**config.mk**
```make
export PLATFORM = sky130hd
export DESIGN_NAME = reg_writeback_queue
export DESIGN_NICKNAME = d
export VERILOG_FILES = /design/src/rtl/reg_writeback_queue_pkg.sv /design/src/rtl/reg_writeback_queue_wb_fifo.sv /design/src/rtl/reg_writeback_queue.sv
export SDC_FILE = /design/constraint.sdc
export NUM_CORES = 1
export LEC_CHECK = 0
export ABC_AREA = 0
export CAP_MARGIN = 10
export CORE_MARGIN = 1.5
export CORE_UTILIZATION = 46
export DETAILED_ROUTE_END_ITERATION = 10
export GPL_TIMING_DRIVEN = 0
export PLACE_DENSITY = 0.71
export SLEW_MARGIN = 5
export SYNTH_ARGS = -nofsm -noshare
export SYNTH_HDL_FRONTEND = slang
export SYNTH_SLANG_ARGS = --single-unit
```
**constraint.sdc**
```tcl
create_clock -name clk -period 3.7 [get_ports clk]
set_input_delay 0.74 -clock clk [delete_from_list [all_inputs] [get_ports clk]]
set_output_delay 0.74 -clock clk [all_outputs]
set_load 0.1 [all_outputs]
```
**src/rtl/reg_writeback_queue_pkg.sv**
```systemverilog
// Shared widths and the write-back entry type used by the register write-back queue.
package reg_writeback_queue_pkg;
    localparam int XLEN_DEFAULT = 32;
    localparam int REG_ADDR_W   = 5;

    typedef struct packed {
        logic [REG_ADDR_W-1:0]   rd;
        logic [XLEN_DEFAULT-1:0] data;
    } wb_entry_t;
endpackage

```
**src/rtl/reg_writeback_queue_wb_fifo.sv**
```systemverilog
// Generic DEPTH-entry FIFO with occupancy and all-slot visibility for bypass scans.
module wb_fifo #(
    parameter  int DEPTH = 4,
    parameter  int W     = 37,
    localparam int PTR_W = $clog2(DEPTH),
    localparam int CNT_W = PTR_W + 1
) (
    input  logic                      clk,
    input  logic                      rst_n,
    input  logic                      push,
    input  logic                      pop,
    input  logic [W-1:0]              din,
    output logic [W-1:0]              head,
    output logic [DEPTH-1:0][W-1:0]   slots,
    output logic [PTR_W-1:0]          rd_ptr,
    output logic [CNT_W-1:0]          count,
    output logic                      empty,
    output logic                      full
);
    logic [DEPTH-1:0][W-1:0] mem;
    logic [PTR_W-1:0]        wr_ptr;
    logic                    do_pop;
    logic                    do_push;

    assign empty   = (count == '0);
    assign full    = (count == CNT_W'(DEPTH));
    assign do_pop  = pop & ~empty;
    // When full, a push is legal only because the popped slot frees on the same edge.
    assign do_push = push & (~full | do_pop);

    always_ff @(posedge clk or negedge rst_n) begin
        if (!rst_n) begin
            wr_ptr <= '0;
            rd_ptr <= '0;
            count  <= '0;
        end else begin
            if (do_push) wr_ptr <= wr_ptr + PTR_W'(1);
            if (do_pop)  rd_ptr <= rd_ptr + PTR_W'(1);
            if (do_push && !do_pop)      count <= count + CNT_W'(1);
            else if (!do_push && do_pop) count <= count - CNT_W'(1);
        end
    end

    always_ff @(posedge clk) begin
        if (do_push) mem[wr_ptr] <= din;
    end

    assign head  = mem[rd_ptr];
    assign slots = mem;
endmodule

```
**src/rtl/reg_writeback_queue.sv**
```systemverilog
// Arbitrates ALU/LSU results into a write-back FIFO, drains it to reg_file, and bypasses queued data to decode.
module reg_writeback_queue
    import reg_writeback_queue_pkg::*;
#(
    parameter  int DEPTH = 4,
    parameter  int XLEN  = XLEN_DEFAULT,
    localparam int PTR_W = $clog2(DEPTH),
    localparam int CNT_W = PTR_W + 1
) (
    input  logic                  clk,
    input  logic                  rst_n,
    input  logic                  i_alu_valid,
    output logic                  o_alu_ready,
    input  logic [REG_ADDR_W-1:0] i_alu_rd,
    input  logic [XLEN-1:0]       i_alu_data,
    input  logic                  i_lsu_valid,
    output logic                  o_lsu_ready,
    input  logic [REG_ADDR_W-1:0] i_lsu_rd,
    input  logic [XLEN-1:0]       i_lsu_data,
    input  logic                  i_wr_stall,
    output logic                  o_wr,
    output logic [REG_ADDR_W-1:0] o_rd,
    output logic [XLEN-1:0]       o_write_data,
    input  logic [REG_ADDR_W-1:0] i_rs1,
    input  logic [REG_ADDR_W-1:0] i_rs2,
    output logic                  o_fwd1_hit,
    output logic [XLEN-1:0]       o_fwd1_data,
    output logic                  o_fwd2_hit,
    output logic [XLEN-1:0]       o_fwd2_data,
    output logic                  o_empty,
    output logic [CNT_W-1:0]      o_count
);
    typedef struct packed {
        logic [REG_ADDR_W-1:0] rd;
        logic [XLEN-1:0]       data;
    } entry_t;

    localparam int EW = REG_ADDR_W + XLEN;

    logic [EW-1:0]            head;
    logic [DEPTH-1:0][EW-1:0] slots;
    logic [PTR_W-1:0]         rd_ptr;
    logic                     full;
    logic                     deq;
    logic                     space;
    logic                     accept;
    logic                     push;
    entry_t                   sel;
    entry_t                   head_e;
    entry_t                   scan_e;
    logic [PTR_W-1:0]         scan_idx;

    assign deq         = ~o_empty & ~i_wr_stall;
    assign space       = ~full | deq;
    assign o_lsu_ready = space;
    assign o_alu_ready = space & ~i_lsu_valid;
    assign accept      = (i_lsu_valid & o_lsu_ready) | (i_alu_valid & o_alu_ready);

    assign sel.rd   = i_lsu_valid ? i_lsu_rd   : i_alu_rd;
    assign sel.data = i_lsu_valid ? i_lsu_data : i_alu_data;
    // Writes to x0 complete the handshake but are dropped rather than queued.
    assign push     = accept & (sel.rd != '0);

    wb_fifo #(.DEPTH(DEPTH), .W(EW)) u_fifo (
        .clk    (clk),
        .rst_n  (rst_n),
        .push   (push),
        .pop    (deq),
        .din    (sel),
        .head   (head),
        .slots  (slots),
        .rd_ptr (rd_ptr),
        .count  (o_count),
        .empty  (o_empty),
        .full   (full)
    );

    assign head_e       = entry_t'(head);
    assign o_wr         = deq;
    assign o_rd         = head_e.rd;
    assign o_write_data = head_e.data;

    // Scan oldest to youngest so the last match (the youngest) wins.
    always_comb begin
        o_fwd1_hit  = 1'b0;
        o_fwd1_data = '0;
        o_fwd2_hit  = 1'b0;
        o_fwd2_data = '0;
        scan_idx    = '0;
        scan_e      = '0;
        for (int k = 0; k < DEPTH; k++) begin
            scan_idx = rd_ptr + PTR_W'(k);
            scan_e   = entry_t'(slots[scan_idx]);
            if (CNT_W'(k) < o_count) begin
                if (i_rs1 != '0 && scan_e.rd == i_rs1) begin
                    o_fwd1_hit  = 1'b1;
                    o_fwd1_data = scan_e.data;
                end
                if (i_rs2 != '0 && scan_e.rd == i_rs2) begin
                    o_fwd2_hit  = 1'b1;
                    o_fwd2_data = scan_e.data;
                end
            end
        end
    end
endmodule

```
After elaboration in Yosys (flattened, before gate mapping)
Index checks and enable logic that the tools add are counted.

operators by class
  add/subtract/negate cells = 6
  multipliers = 0
  div/mod/pow operators = 0
  order comparisons = 10
  equal/unequal tests = 9
  shift-type cells = 0
  mux-type cells = 47
  bitwise gates (word level) = 14
  reductions and logical operators = 18

operators by type and width
  operator               number
  $mux W32               17
  $bmux W37 S2           4
  $mux W37               5
  $bwmux W148            1
  $demux W37 S2          1
  $eq A5 B5 Y1           8
  $mux W1                16
  $lt A2 B3 Y1 const B   5
  $reduce_bool A5 Y1     3
  $logic_and A1 B1 Y1    11
  $and A1 B1 Y1          7
  $lt A1 B3 Y1 const A   2
  $lt A2 B3 Y1 const A   2
  $mux W3                2
  $mux W5                1
  $add A2 B1 Y2 const B  2
  $add A2 B2 Y2 const B  2
  $not A1 Y1             4
  $add A3 B1 Y3 const B  1
  $eq A3 B3 Y1 const B   1
  $logic_not A3 Y1       1
  $or A1 B1 Y1           3
  $sub A3 B1 Y3 const B  1
  $ge A2 B1 Y1 const B   1
  2 further kinds        3

storage, ports and cells
  register bits after elaboration = 155
  bits in latches = 0
  memory bits (writable) = 0
  ROM bits = 0
  input port bits = 89
  output and inout port bits = 110
  word-level logic and storage cells = 111
  memories kept = 0

Logic depth before layout (Yosys ltp)
Gate-level depths: netlist of the first run.

  depth in word-level cells = 13
  mapped depth = 13
  depth with buffers taken out = 9

Cells and area by module
A second synthesis of the first run with hierarchy kept.

unflattened totals
  cell total of the unflattened synthesis = 1145
  area total of the unflattened synthesis = 12555.8 um2

by module, submodules not included
  module               times used  cells each  area each (um2)  sequential area each (um2)
  reg_writeback_queue  1           917         6802.8           0.0
  wb_fifo              1           228         5753.0           4619.4

Least setup slack after synthesis of the first run
Ideal clock, no wire load.

  path kind = flip-flop to output port
  start = reg u_fifo.rd_ptr[0]
  end = out o_fwd1_data[31]
  arrival = 6.000 ns
  required time = 2.960 ns
  setup slack = -3.040 ns
  cell stages (with the launch flop) = 12
  buffers on the path = 4
  cell sequence = dfrtp_1 > buf_4 > buf_6 > buf_4 > mux2i_1 > mux2i_1 > xnor2_1 > nand2_1 > nor4_4 > buf_6 > a221oi_1 > o31ai_1

between the ends
  longest elaborated chain between the ends = 12
  elaborated cells on any way between the ends = 27
  those cells by class = add/sub: 3; eq/ne: 4; mux: 16; reduce/logical: 4

ends and longest elaborated chain
  item                      line                               source
  start: declaration        reg_writeback_queue_wb_fifo.sv:15  output logic [PTR_W-1:0] rd_ptr,
  start signal: assignment  reg_writeback_queue_wb_fifo.sv:38  if (do_pop) rd_ptr <= rd_ptr + PTR_W'(1);
  $bmux W37 S2 (*)          n/a
  $mux W37 (*)              n/a
  via o_rd[0]               reg_writeback_queue.sv:22          output logic [REG_ADDR_W-1:0] o_rd,
  $eq A5 B5 Y1 (*)          reg_writeback_queue.sv:95          if (i_rs1 != '0 && scan_e.rd == i_rs1) begin
  $logic_and A1 B1 Y1 (*)   reg_writeback_queue.sv:95
  $mux W32 (*)              reg_writeback_queue.sv:95
  $mux W32 (*)              reg_writeback_queue.sv:94          if (CNT_W'(k) < o_count) begin
  $mux W32                  reg_writeback_queue.sv:95
  $mux W32 (*)              reg_writeback_queue.sv:94
  $mux W32                  reg_writeback_queue.sv:95
  $mux W32 (*)              reg_writeback_queue.sv:94
  $mux W32                  reg_writeback_queue.sv:95
  $mux W32 (*)              reg_writeback_queue.sv:94
  end: declaration          reg_writeback_queue.sv:27          output logic [XLEN-1:0] o_fwd1_data,

The timed path passes the listed nets; every way through them passes the cells marked *. The select of a mux whose other input is x is not followed.

Worst setup path after layout of the first run
  start = reg u_fifo.rd_ptr[0]
  end = out o_fwd1_data[4]

between the ends
  longest elaborated chain between the ends = 12
  elaborated cells on any way between the ends = 27
  those cells by class = add/sub: 3; eq/ne: 4; mux: 16; reduce/logical: 4

ends and longest elaborated chain
  item                                                    line
  branches (longest 11 deep; another with $add A2 B1 Y2)  n/a
  $mux W32 (*)                                            reg_writeback_queue.sv:94

Mark *: on every way between the ends. The select of a mux whose other input is x is not followed.

==> metrics, run 1 <==
number of library cell types mapped by synthesis 41; die extent in x between 150 and 200 µm; required time worst endpoint 2960 ps; failing checks negative setup slack; register area share after synthesis 40.1%; worst setup path endpoint o_fwd1_data[4]; Core Area ~0.024 mm²; Clock Path Buffers 2; router iterations before antenna repair 7; Reg2Reg Depth 6; DR vias 9,740; P&R area growth vs syn 59.7%; multi-input logic area 0.00854 mm²; Layout Utilization 75.1%; predominant post-synthesis flop cell edfxtp_1; port bufs 189; post-synthesis xor/xnor area fraction 3.12%; pin count of the biggest net entering global routing 38; final hold slack 564 ps; vias in the first global route 9,841; wire per inst ~28 µm; worst clock skew 7.46 ps; Final ANT Viol Nets 0; fillers roughly 1,400; total CTS buffers 17; Avg Cell Area, Syn 13.6 µm²; CTS tree built; crit path kind flop to primary output; fin nets 1,204; final WL 40,400 µm; post-synthesis cell area 0.0115 mm²; Simple-Gate Fraction of Synth Area roughly 7.0%; Initial Utilization 47.0%; Critical Path Start Type flop; Post-Synthesis Cells 847; critical path data arrival time about 3500 ps; critical path fanouts, max 7; worst min path class input port to async pin; drt via density 6.75; cell taking the most area after synthesis edfxtp_1; final worst slack -493 ps; final setup vio count 66; die height 161 µm; DRC viols 0; Synth warnings 0; Reg clk slew, reported paths 60 ps; gpl congestion 0.889; number of diodes 0; Die Area 0.0260 mm²; Slew Viols, Final 0; largest family of logic cells by synthesized area multiplexers; Max Freq 239 MHz; slew of the pin with the lowest slew margin between 900 and 1000 ps; Hold-fix buffers, CTS 0; first-pass GRT wire length 58,900 µm; Final Critical Period 4190 ps; R2R Setup Slk 1000 ps; ratio of cells with drive above 1 in the final layout between 50% and 60%; clock sink count 155; multiplexer share of the synthesized area 32.9%; unrepaired setup endpoints after global routing yes; r2r endpoint u_fifo.slots[68]; Reg area roughly 0.0046 mm²; syn nets 945; gr usage total 30.3%; R2R Path Start u_fifo.count[0]; Post-synth EDFFs approximately 150; slew margin rel. 34.5%; outcome finished with violations; max-cap viol count 0; endpoints failing hold 0; top cell type's share of synthesized area between 30% and 40%; Final Cycle Share 113%; FFs w/ async S/R, synth 4.52%; Worst-Skew Late Latency 440 ps; top post-synthesis cells by area edfxtp_1 (39%), mux4_2 (26%), mux2_2 (4.7%); num rows 57; Synth Area in Compound Gates approximately an eighth; crit path from u_fifo.rd_ptr[0]; area share of fa/ha/maj cells after synthesis less than 1%; register bit total from synthesis 155; total grt overflow 0; num ports 199; root buffer cell clkbuf_16; htree depth 4; drt first-iter violations 944; HPWL Detailed roughly 25,000 µm; initial antenna violation count 0; crit path capture type primary output
final cells by class:
cell class	instances	share of cell area, %
timing repair buffer	244	17.7
tap	324	2.21
buffer	85	4.87
sequential	155	25.2
clock inverter	14	1.05
multi-input combinational	595	46.5
clock buffer	18	2.33
inverter	8	0.177
placed cells by master (no fill, tap or decap), types with 5 or more instances in the layout:
cell type / netlist / layout
a21oi_1: 9 / 6
a221oi_2: 29 / 20
a221oi_4: 0 / 42
buf_12: 0 / 87
buf_16: 0 / 6
buf_2: 27 / 7
buf_4: 6 / 41
buf_6: 5 / 15
clkbuf_1: 40 / 10
clkbuf_16: 0 / 25
clkbuf_2: 0 / 7
clkbuf_4: 0 / 36
clkbuf_8: 0 / 8
clkdlybuf4s15_2: 0 / 9
clkdlybuf4s50_1: 0 / 88
dfrtp_2: 0 / 5
edfxtp_1: 148 / 148
ha_1: 9 / 9
inv_1: 8 / 7
mux2_2: 48 / 43
mux2_4: 0 / 5
mux2i_1: 29 / 20
mux2i_4: 0 / 6
mux4_2: 131 / 131
nand2_1: 73 / 66
nand2_2: 0 / 7
nor2_1: 78 / 25
nor2_2: 0 / 31
nor2_4: 0 / 22
nor3_1: 11 / 8
o31ai_4: 0 / 64
xnor2_1: 25 / 18
xnor2_2: 0 / 7
xor2_1: 16 / 16
stage by stage:
step                      setup slack, ps  instance area [µm²]  instances  TNS, ps
after floorplan                      -435                12500        847   -27240
after detailed placement            -1980                14800       1361  -251650
after CTS                            -453                17700       1430   -31680
after global routing                 -574                18400       1443   -31280
after global placement              -2000                14800       1360  -249850
final                                -493                18400       1443   -27490
synthesized netlist by cell type, drive strengths merged, types with 3 or more instances:
| library cell | count |
|---|---|
| o21ai | 5 |
| dfrtp | 7 |
| inv | 8 |
| nor4 | 5 |
| buf | 49 |
| o31ai | 64 |
| a221oi | 64 |
| and2 | 6 |
| nand4 | 3 |
| mux2i | 29 |
| xor2 | 16 |
| a21oi | 9 |
| edfxtp | 148 |
| mux2 | 48 |
| nand2 | 73 |
| clkbuf | 40 |
| nor2 | 78 |
| mux4 | 131 |
| nor3 | 12 |
| xnor2 | 25 |
| ha | 9 |
what timing repair did:
item / in CTS / in global routing
gates resized for setup: 937 / 196
setup buffers: 32 / 12
pin swaps: 36 / 21
endpoints found under the setup margin: 248 / 203
gates cloned: 7 / 6
routing by layer:
| layer | global-route usage (%) | routed length [µm] | up-vias | part of all wire, % |
|---|---|---|---|---|
| met5 | 0 | 0 | - | 0 |
| met4 | 11.2 | 1310 | 0 | 3.2 |
| met3 | 6.32 | 3380 | 99 | 8.4 |
| met2 | 50.2 | 20500 | 591 | 51 |
| met1 | 39.6 | 15300 | 5010 | 38 |
| li1 | - | - | 4040 | - |
registers in the layout, summed over array words and instances (netlist names):
signal,count
u_fifo.slots,148
u_fifo.wr_ptr,2
u_fifo.rd_ptr,2
u_fifo.count,3
worst min path at each step:
stage | start | end | slack [ps] | cells after the start
after floorplan | rst_n | u_fifo.count[0] | 440 | 0
after global placement | u_fifo.count[0] | u_fifo.count[0] | 550 | 1
after detailed placement | u_fifo.count[0] | u_fifo.count[0] | 550 | 1
after CTS | u_fifo.count[0] | u_fifo.count[0] | 560 | 1
after global routing | rst_n | u_fifo.wr_ptr[0] | 590 | 1
final | rst_n | u_fifo.wr_ptr[0] | 560 | 1
worst max-delay path, cell delays in order, from the launching register on:
cell and delay, ps:
dfrtp_2 450, buf_12 160, buf_12 140, buf_4 160, mux2i_4 190, xnor2_1 190, nor3_1 250, o22ai_2 140
nor4_4 330, buf_12 210, buf_12 130, buf_16 130, a221oi_4 70, o31ai_4 260, buf_12 210
cell families (layout without fill, tap and decap cells):
group | after synthesis | count (layout)
adder cells (fa/ha/maj) | 9 | 9
XOR/XNOR | 41 | 41
multiplexers | 208 | 208
AND/OR/NAND/NOR | 188 | 188
AO/OA/AOI/OAI | 149 | 149
buffers and inverters | 97 | 369
flip-flops | 155 | 155
Power of run 1 is not shown: default switching activity piles up to over one toggle a cycle in this logic, so the estimate is an artifact.
==> inputs of run 2 (changes only) <==
PLACE_DENSITY = 0.73   (was 0.71)
==> run 2 against run 1 <==
  * The run still ends with negative setup slack left
  * Setup slack worse by 41 ps
  * Register-to-register slack worse by 50 ps
  * Sequential share of layout area is 0.34 points higher
  * Critical path depth is 2 lower
  * Highest routed layer unchanged
  * Flip-flop and latch count stayed put
==> metrics, run 2 (synthesized netlist as in run 1, its figures left out) <==
outcome finished with violations; failing checks negative setup slack; die extent in x 161 µm; num rows 57; final worst slack -533 ps; router iterations before antenna repair 5; fillers 1,419; gpl congestion a little under 0.9; Die Area about 0.026 mm²; DRC viols 0; R2R Setup Slk 950 ps; gr usage total 30.6%; clock sink count 155; initial antenna violation count 0; number of diodes 0; critical path data arrival time 3490 ps; required time worst endpoint 2960 ps; worst min path class input port to async pin; commonest non-fill, non-tap cells in the layout edfxtp_1 (148), mux4_2 (131), clkdlybuf4s50_1 (89), buf_12 (82), nand2_1 (73); Final Critical Period 4230 ps; Non-Filler Instances 1,444; DR vias roughly 10,000; ratio of cells with drive above 1 in the final layout 55.5%; fin nets about 1,200; total grt overflow 0; Slew Viols, Final 0; num ports 199; HPWL Detailed approximately 25,000 µm; first-pass GRT wire length 59,700 µm; Final Cycle Share 114%; R2R Path Start u_fifo.count[0]; Initial Utilization roughly 47%; wire per inst roughly 28 µm; htree depth 4; final WL between 40,000 and 50,000 µm; slew margin rel. 34.5%; total CTS buffers 17; Worst-Skew Late Latency 430 ps; root buffer cell clkbuf_16; endpoints failing hold 0; die height 161 µm; CTS tree built; vias in the first global route slightly above 10,000; crit path kind flop to primary output; max reg flops around 150; drt via density 6.80; commonest non-fill, non-tap cell in the layout edfxtp_1; max-cap viol count 0; DP Cell Count 1,361; drt first-iter violations 957; Reg2Reg Depth 6; P&R area growth vs syn 57.6%; slew of the pin with the lowest slew margin between 900 and 1000 ps; Final ANT Viol Nets 0; unrepaired setup endpoints after global routing yes; pin count of the biggest net entering global routing 38; r2r endpoint u_fifo.slots[93]; crit path capture type primary output; Critical Path Start Type flop; Reg clk slew, reported paths about 60 ps; Clock Path Buffers 2; Core Area approximately 0.024 mm²; Max Freq 236 MHz; port bufs about 190; final setup vio count 66; critical path fanouts, max 10; worst clock skew 6.38 ps
[run 2: cell count changes in the layout (fill, tap and decap cells not counted), sizes merged]
cell,delta
bufinv,-1
clkdlybuf4s50,+1
bufbuf,-1
clkbuf,-23
buf,+21
clkinvlp,-1
clkinv,+3
clkdlybuf4s15,+3
inv,-1
[run 2: how the worst max path moves through the flow]
stage / from / to / slack [ps] / cells past startpoint
5_1_grt: u_fifo.rd_ptr[0] / o_fwd1_data[31] / -590 / 12
3_5_place_dp: u_fifo.rd_ptr[1] / o_fwd2_data[20] / -1920 / 11
6_report: u_fifo.rd_ptr[0] / o_fwd1_data[31] / -530 / 12
3_3_place_gp: u_fifo.rd_ptr[1] / o_fwd2_data[13] / -1940 / 11
2_1_floorplan: u_fifo.rd_ptr[0] / o_fwd1_data[16] / -430 / 11
4_1_cts: u_fifo.rd_ptr[0] / o_fwd1_data[23] / -520 / 12
[run 2: what timing repair did]
action	4_1_cts	5_1_grt
hold buffers	0	0
resized for setup	975	85
cloned	3	2
pin swaps	41	30
endpoints found under the setup margin	248	83
buffers inserted	36	21
[run 2: per-stage QoR]
stage / utilization, % / TNS (ps) / instance area, µm² / hold WS [ps] / setup WS (ps)
2_1_floorplan: - / -27240 / 12500 / 444 / -435
3_3_place_gp: 60.5 / -245560 / 14800 / 548 / -1940
3_5_place_dp: 60.6 / -249200 / 14800 / 556 / -1920
4_1_cts: 72.0 / -28540 / 17600 / 565 / -515
5_1_grt: 74.1 / -32820 / 18100 / 593 / -590
6_report: 74.1 / -28030 / 18100 / 561 / -533
[run 2: layer usage]
metal,track usage (%),vias up,share of wire (%)
met2,50.5,653,50
met1,39.4,5037,37
li1,-,4032,-
met5,0,-,0
met4,13.2,0,3.3
met3,6.29,104,9.2
[run 2: critical path, stage by stage, from the launching register on]
cell and delay, ps:
dfrtp_1 410, buf_12 160, buf_4 110, mux2_2 380, mux2_4 290, nor3_2 180
o22ai_2 140, nor4_4 340, buf_12 180, buf_12 180, a221oi_4 90, o31ai_4 360
buf_12 220
[run 2: area by class of cell]
cell class | instances | area (µm²) | share of cell area, %
multi-input cells | 595 | 8510 | 46.9
flip-flops and latches | 155 | 4620 | 25.5
repair buffers | 246 | 3150 | 17.3
plain buffers | 84 | 807 | 4.45
clock buffers | 18 | 439 | 2.42
well taps | 324 | 405 | 2.24
clock inverters | 14 | 168 | 0.925
inverters | 8 | 32.5 | 0.179
Power of run 2 is left out for the same reason.
